`src/rtl/unidade_controle.sv`:
```
// unidade_controle: 4-state fetch/decode/execute/write-back control unit driving an 8x16 register file.
// Optional status flags are built when UC_FLAGS_EN is defined; otherwise flag_z/n/c are tied to 0.
module unidade_controle (
  input  logic        clock,
  input  logic        resetn,
  input  logic        instr_valid,
  input  logic [15:0] instr,
  output logic        instr_ready,
  output logic [2:0]  Read1,
  output logic [2:0]  Read2,
  input  logic [15:0] Data1,
  input  logic [15:0] Data2,
  output logic [2:0]  WriteReg,
  output logic [15:0] WriteData,
  output logic        RegWrite,
  output logic        done,
  output logic        illegal,
  output logic        flag_z,
  output logic        flag_n,
  output logic        flag_c
);
  typedef enum logic [1:0] {IDLE, DECODE, EXEC, WRITE} state_t;
  state_t state;
  logic [15:0] ir;
  logic [3:0] op;
  logic is_sub;
  logic [15:0] b_op;
  logic [15:0] add_res;
  logic [15:0] alu;
  assign op = ir[15:12];
  assign Read1 = ir[8:6];
  assign Read2 = ir[5:3];
  assign WriteReg = ir[11:9];
  assign is_sub = op == 4'd4;
  // SUB shares the adder as rs1 + ~rs2 + 1
  assign b_op = is_sub ? ~Data2 : Data2;
  assign add_res = Data1 + b_op + {15'd0, is_sub};
  always_comb begin
    alu = op == 4'd1 ? Data1 :
          op == 4'd2 ? {{7{ir[8]}}, ir[8:0]} :
          (op == 4'd3 || op == 4'd4) ? add_res :
          op == 4'd5 ? Data1 & Data2 :
          op == 4'd6 ? Data1 | Data2 :
          op == 4'd7 ? Data1 ^ Data2 :
          op == 4'd8 ? Data1 << Data2[3:0] :
          op == 4'd9 ? Data1 >> Data2[3:0] : 16'd0;
  end
  always_ff @(posedge clock or negedge resetn) begin
    if (!resetn) begin
      state <= IDLE;
      ir <= '0;
      WriteData <= '0;
      RegWrite <= 1'b0;
      done <= 1'b0;
      illegal <= 1'b0;
      instr_ready <= 1'b1;
    end else begin
      case (state)
        IDLE: if (instr_valid) begin
          ir <= instr;
          state <= DECODE;
          instr_ready <= 1'b0;
        end
        DECODE: state <= EXEC;
        EXEC: begin
          state <= WRITE;
          WriteData <= alu;
          RegWrite <= op != 4'd0 && op <= 4'd9;
          done <= 1'b1;
          illegal <= op > 4'd9;
        end
        default: begin
          state <= IDLE;
          RegWrite <= 1'b0;
          done <= 1'b0;
          illegal <= 1'b0;
          instr_ready <= 1'b1;
        end
      endcase
    end
  end
`ifdef UC_FLAGS_EN
  logic [16:0] sum17;
  assign sum17 = {1'b0, Data1} + {1'b0, b_op} + {16'd0, is_sub};
  always_ff @(posedge clock or negedge resetn) begin
    if (!resetn) begin
      flag_z <= 1'b0;
      flag_n <= 1'b0;
      flag_c <= 1'b0;
    end else if (state == EXEC && op >= 4'd3 && op <= 4'd9) begin
      flag_z <= alu == 16'd0;
      flag_n <= alu[15];
      flag_c <= (op == 4'd3 || is_sub) && sum17[16];
    end
  end
`else
  assign flag_z = 1'b0;
  assign flag_n = 1'b0;
  assign flag_c = 1'b0;
`endif
endmodule
```
`config.mk`:
```
export PLATFORM = sky130hd
export DESIGN_NAME = unidade_controle
export DESIGN_NICKNAME = d
export VERILOG_FILES = /design/src/rtl/unidade_controle.sv
export SDC_FILE = /design/constraint.sdc
export NUM_CORES = 1
export LEC_CHECK = 0
export ABC_AREA = 1
export ABC_CLOCK_PERIOD_IN_PS = 5200
export BUFFER_PORTS_ARGS = -buffer_cell sky130_fd_sc_hd__buf_2
export CELL_PAD_IN_SITES_DETAIL_PLACEMENT = 1
export CELL_PAD_IN_SITES_GLOBAL_PLACEMENT = 1
export CORE_MARGIN = 2
export CORE_UTILIZATION = 30
export CTS_BUF_LIST = sky130_fd_sc_hd__clkbuf_4
export DETAILED_ROUTE_END_ITERATION = 16
export GPL_ROUTABILITY_DRIVEN = 0
export PLACE_DENSITY_LB_ADDON = 0.2
export REMOVE_ABC_BUFFERS = 1
export SLEW_MARGIN = 5
export SYNTH_ARGS = -nofsm -noshare
export SYNTH_HDL_FRONTEND = slang
export SYNTH_SLANG_ARGS = --single-unit
```
`constraint.sdc`:
```
create_clock -name clock -period 5.2 [get_ports clock]
set_input_delay 0 -clock clock [delete_from_list [all_inputs] [get_ports clock]]
set_output_delay 0 -clock clock [all_outputs]
set_load 0.05 [all_outputs]
```
==> results of run 1 <==
[synth_stat cells (2+ instances only)]
cell      number  area share (%)
o21ai_1        3            0.28
inv_2          4            0.28
nor2_1        61             4.3
buf_1          3            0.21
or2_1          2            0.24
nor2_2         2            0.24
nand3_1      131              12
o211ai_1       3            0.43
mux2_2         9             1.9
or2_2         18             2.1
buf_6          6             1.3
nand2_2        8            0.95
a21oi_1       31             2.9
inv_1        100             7.1
o21ai_0       51             4.8
buf_4         17             2.4
nor3_1         4            0.38
xor2_1        17             2.8
or2_0          3            0.36
dfrtp_1       37              18
buf_2         12             1.1
clkbuf_1       5            0.36
nand2_1      241              17
a21o_1         3            0.43
nand4_1        9             1.1
nor2_4         7             1.5
xnor2_1        3            0.50
ha_1          52              12
o22ai_1        2            0.24
[final cells by class]
cell class	instances	area [µm²]
Antenna cell	1	2.502
Clock buffer	6	45.04
Clock inverter	2	33.78
Fill cell	2334	11270
Inverter	105	394.1
Multi-Input combinational cell	673	3656
Sequential cell	38	952.2
Tap cell	225	281.5
Timing Repair Buffer	100	598.1
[metal layers]
metal	GRT usage [%]	part of all wire [%]	up-vias
li1	-	-	2873
met1	29.13	51	2700
met2	34.14	46	61
met3	1.259	1.6	6
met4	2.836	0.59	0
met5	0	0	-
[where the power goes]
group / switching (mW) / internal (mW)
Sequential: 0.0731 / 0.420
Combinational: 1.12 / 0.464
Clock: 0.108 / 0.105
Total: 1.30 / 0.990
[cells by family (layout without fill, tap and decap cells)]
| group | Yosys count | count (layout) | share of synthesized area [%] |
|---|---|---|---|
| simple gates | 490 | 490 | 41.19 |
| buf+inv | 149 | 213 | 12.95 |
| compound gates | 98 | 98 | 9.848 |
| fa+ha+maj | 53 | 53 | 12.69 |
| flops | 38 | 38 | 18.02 |
| xor+xnor | 20 | 20 | 3.314 |
| mux | 9 | 9 | 1.918 |
| other cells | 1 | 4 | 0.07095 |
[registers in the layout, summed over array words and instances (netlist names)]
signal,cells
RegWrite,1
illegal,1
WriteData,16
ir,16
done,1
state,2
instr_ready,1
[worst reg2reg max path, delay by kind of cell (launching register included)]
kind / cells / cell delay, ns
buffers and inverters: 1 / 0.11
XOR/XNOR: 1 / 0.16
flip-flops: 1 / 0.45
AO/OA/AOI/OAI: 4 / 0.90
AND/OR/NAND/NOR: 6 / 0.95
adder cells (fa/ha/maj): 1 / 0.40
[what timing repair did]
action | in CTS | in global routing
endpoints found under the hold margin | 56 | 0
setup endpoints to repair | 0 | 0
hold buffers | 18 | 0
[stage by stage]
stage	hold slack (ns)	instance area, µm²	worst slack (ns)
after floorplan	-0.2956	5002	2.647
after global placement	0.1790	5702	2.192
after detailed placement	0.1769	5702	2.140
after CTS	0.06020	5961	2.121
after global routing	0.1028	5963	1.807
final	0.08092	5963	2.129
[final timing paths]
path / from / end / slack [ns] / depth (start not counted)
min in group asynchronous: resetn / WriteData[13]$_DFFE_PN0P_ / 0.27 / 2
worst max-delay path: ir[12]$_DFFE_PN0P_ / WriteData[9]$_DFFE_PN0P_ / 2.13 / 13
max in group asynchronous: resetn / WriteData[4]$_DFFE_PN0P_ / 4.36 / 2
worst max register to register: ir[12]$_DFFE_PN0P_ / WriteData[9]$_DFFE_PN0P_ / 2.13 / 13
worst min-delay path: Data1[15] / WriteData[15]$_DFFE_PN0P_ / 0.08 / 5
worst min register to register: WriteData[7]$_DFFE_PN0P_ / WriteData[7]$_DFFE_PN0P_ / 0.49 / 2
==> run metrics, run 1 <==
first-pass GRT wire length between 20000 and 30000 µm; Crit path arrival time ~3.3 ns; ys flop type dfrtp_1; worst-path fanout max 15; clock sinks 38; DR pass1 iterations 4; Cells after Synth between 800 and 900; post-DR vias/cell roughly 4.9; Final Power 2.289 mW; Inserted Clock Buffers 5; Synth Cell Area between 0.005 and 0.006 mm²; slowest CP cell dfrtp_1; clk_lat worst skew between 0.3 and 0.4 ns; fin crit share 59.06%; critical path class reg -> reg; commonest non-fill, non-tap cell in the layout nand2_1; syn_area_per_cell 6.160 µm²; RSZ-0062 raised after global routing no; # rows 48; Ports 83; Final Core Density 34.60%; Top delay family on crit path simple AND/OR/NAND/NOR gates; area added between synthesis and finish 12.83%; LEAKAGE 3.293 nW; status completed; TNS Setup 0 ns; Initial Utilization a little under a third; # setup viols final 0; Crit path largest cell delay 0.45 ns; post-CTS setup buffer count 0; I/O Buffers 79; pin count of the biggest net entering global routing 40; DR DRC count 0; initial antenna violation count 1; placed insts 1123; initial drt markers 233; #FFs+latches synth 38; Max-cap violations 0; commonest cells after routing, fill and taps aside 241 x nand2_1, 131 x nand3_1, 100 x inv_1; total die area 0.01870 mm²; CTS tree done; Pins Over Slew Limit 0; final wirelength 18660 µm; routed vias about 5600; clk_skew 0.02125 ns; clock buffer depth 2; CTS resizes 0; Crit path top cell by count nand2_1; Distinct cells, synth 43; number of synthesized flops with an enable pin 0; non-filler cells, final roughly 1200; Worst-path clk slew 0.13 ns; Die Span Y roughly 140 µm; CP Capture Type register; vias in the first global route approximately 5600; Yosys Warn Count 0; antenna-violating nets left 0; Pwr Density 383.9 mW/mm²; total congestion overflow 0; Async SR Flop Fraction 100.0%; Worst Path Required approximately 5.5 ns; Peak VDD IR just under 0.3 mV; min Tclk post-route 3.071 ns; layout cells sized above 1 between 10 and 15%; Final Hold Fails 0; Max-slew headroom approximately 40%; nets 1027; Achievable Freq 325.6 MHz; GR Util All Layers ~20%; CP Buf/Inv Count 1; routed length per instance 16.22 µm; Startpoint Class register; Root Buffer clkbuf_4; Hold Path Class in -> reg; worst slew pin tran roughly 0.9 ns; die width 136.7 µm; HPWL after detailed placement 14700 µm; core area 0.01724 mm²; H-Tree Level Count 2; Seq/Total Area, Yosys 18.02%; CP Cell Sequence nor2_2, inv_1, nor2_4, xor2_1, ha_1, a21oi_1, o21ai_0, a21oi_1, nand2_1, o21ai_0, nand3_1, nand2_1, nand2_1
(Power assumes the default switching activity.)
==> run 2, diff against run 1 <==
Settings changed: ABC_CLOCK_PERIOD_IN_PS 5200 to 3100.
Clock period 5.2 ns to 3.1 ns, I/O delays scaled along.
==> run metrics, run 2 (synthesis gave the netlist of run 1 again) <==
status completed; Min-Delay Path Depth 5; Crit path top cell by count nand3_1; pre-CTS WS roughly 0.23 ns; total die area 0.01870 mm²; initial drt markers just under 300; LEAKAGE 3.350 nW; reg-to-reg endpoint WriteData[14]$_DFFE_PN0P_; CP Cell Sequence nor2_2, inv_1, nor2_4, buf_12, buf_4, xor2_1, ha_1, a21oi_1, o31ai_1, a21oi_1, nand3_1, nand3_1, nand3_1, nand2_1, nand2_1; Crit path arrival time roughly 3 ns; DR pass1 iterations 4; HPWL after detailed placement 15320 µm; H-Tree Level Count 2; slowest CP cell dfrtp_1; commonest cells after routing, fill and taps aside 241 x nand2_1, 131 x nand3_1, 100 x inv_1; CTS tree done; Pwr Density 650.3 mW/mm²; Worst Setup SP ir[13]$_DFFE_PN0P_; clock buffer depth 2; nets between 1000 and 1500; clk_lat worst skew 0.37 ns; final wirelength 19360 µm; die width 136.7 µm; # rows 48; core area 0.01724 mm²; I/O Buffers between 70 and 80; fin crit share around nine tenths; DR DRC count 0; routed vias roughly 5700; Peak VDD IR 0.4508 mV; vias in the first global route 5747; Inserted Clock Buffers 5; critical path class reg -> reg; min Tclk post-route 2.785 ns; Worst Path Required ~3.4 ns; CP Buf/Inv Count 3; total congestion overflow 0; Setup WS post-layout 0.3151 ns; layout cells sized above 1 15.86%; clock sinks 38; hold endpoint WriteData[15]$_DFFE_PN0P_; worst slew pin tran 0.8884 ns; antenna-violating nets left 0; Worst R2R Start ir[13]$_DFFE_PN0P_; pin count of the biggest net entering global routing 39; RSZ-0062 raised after global routing no; r2r setup slk between 0.3 and 0.4 ns; Final Hold Fails 0; Startpoint Class register; first-pass GRT wire length 30790 µm; Top delay family on crit path simple AND/OR/NAND/NOR gates; worst-path fanout max 11; post-DR vias/cell 4.956; Worst-path clk slew between 0.1 and 0.15 ns; Initial Utilization 30.66%; Die Span Y 136.7 µm; Crit path largest cell delay between 0.4 and 0.5 ns; initial antenna violation count 1; area added between synthesis and finish 14.84%; Hold Path Origin Data1[15]; # setup viols final 0; routed length per instance between 15 and 20 µm; Ports 83; Root Buffer clkbuf_4; Max-cap violations 0; worst reg2reg path depth 15; Max-slew headroom 40.77%; Achievable Freq 359.1 MHz; GR Util All Layers between 20% and 30%; Hold Path Class in -> reg; CP Capture Type register; commonest non-fill, non-tap cell in the layout nand2_1; top flop regs WriteData x16, ir x16, state x2; Pins Over Slew Limit 0; clk_skew around 0.020 ns; TNS Setup 0 ns
run 2: area by class of cell:
class,count,area (µm²)
Tap cell,225,281.5
Clock inverter,3,63.81
Multi-Input combinational cell,673,3660
Clock buffer,5,37.54
Inverter,105,394.1
Timing Repair Buffer,109,678.2
Sequential cell,38,952.2
Fill cell,2294,11170
Antenna cell,1,2.502
run 2: worst register-to-register path, stage by stage (launching register included):
cell and delay, ns:
dfrtp_1 0.46, nor2_2 0.17, inv_1 0.12, nor2_4 0.14
buf_12 0.15, buf_4 0.16, xor2_1 0.19, ha_1 0.32
a21oi_1 0.30, o31ai_1 0.11, a21oi_1 0.19, nand3_1 0.09
nand3_1 0.11, nand3_1 0.08, nand2_1 0.07, nand2_1 0.05
run 2: where the power goes:
group	internal (mW)	leakage [nW]	switching, mW
Sequential	0.705	0.466	0.124
Clock	0.248	0.0528	0.182
Combinational	0.798	2.83	1.89
Total	1.75	3.35	2.20
run 2: how the worst max path moves through the flow:
stage / to / slack, ns / depth (start not counted)
2_1_floorplan: WriteData[15]$_DFFE_PN0P_ / 0.55 / 17
6_report: WriteData[14]$_DFFE_PN0P_ / 0.32 / 15
4_1_cts: WriteData[9]$_DFFE_PN0P_ / 0.21 / 13
3_5_place_dp: WriteData[9]$_DFFE_PN0P_ / 0.23 / 13
5_1_grt: WriteData[15]$_DFFE_PN0P_ / 0.03 / 20
3_3_place_gp: WriteData[9]$_DFFE_PN0P_ / 0.21 / 13
run 2: metrics by stage:
| stage | power, mW | instances | instance area, µm² | util (%) | hold WS [ns] |
|---|---|---|---|---|---|
| floorplan | 2.714 | 816 | 5002 | - | -0.2956 |
| detailed placement | 3.514 | 1131 | 5762 | 33.43 | 0.1716 |
| global route | 4.315 | 1159 | 6070 | 35.21 | 0.1141 |
| finish | 3.947 | 1159 | 6070 | 35.21 | 0.07170 |
| CTS | 3.981 | 1157 | 6043 | 35.06 | 0.04347 |
| global placement | 3.473 | 1131 | 5762 | 33.43 | 0.1769 |
run 2: what timing repair did:
item	CTS	global route
hold buffers	18	0
hold endpoints to repair	55	0
setup endpoints to repair	0	7
setup buffers	0	1
resized for setup	0	1
run 2: routing by layer:
layer / part of all wire (%) / GRT usage (%) / vias up
met1: 49 / 29.98 / 2729
met3: 3.3 / 1.963 / 27
met2: 45 / 33.89 / 94
met4: 2.5 / 6.539 / 0
li1: - / - / 2894
met5: 0 / 0 / -
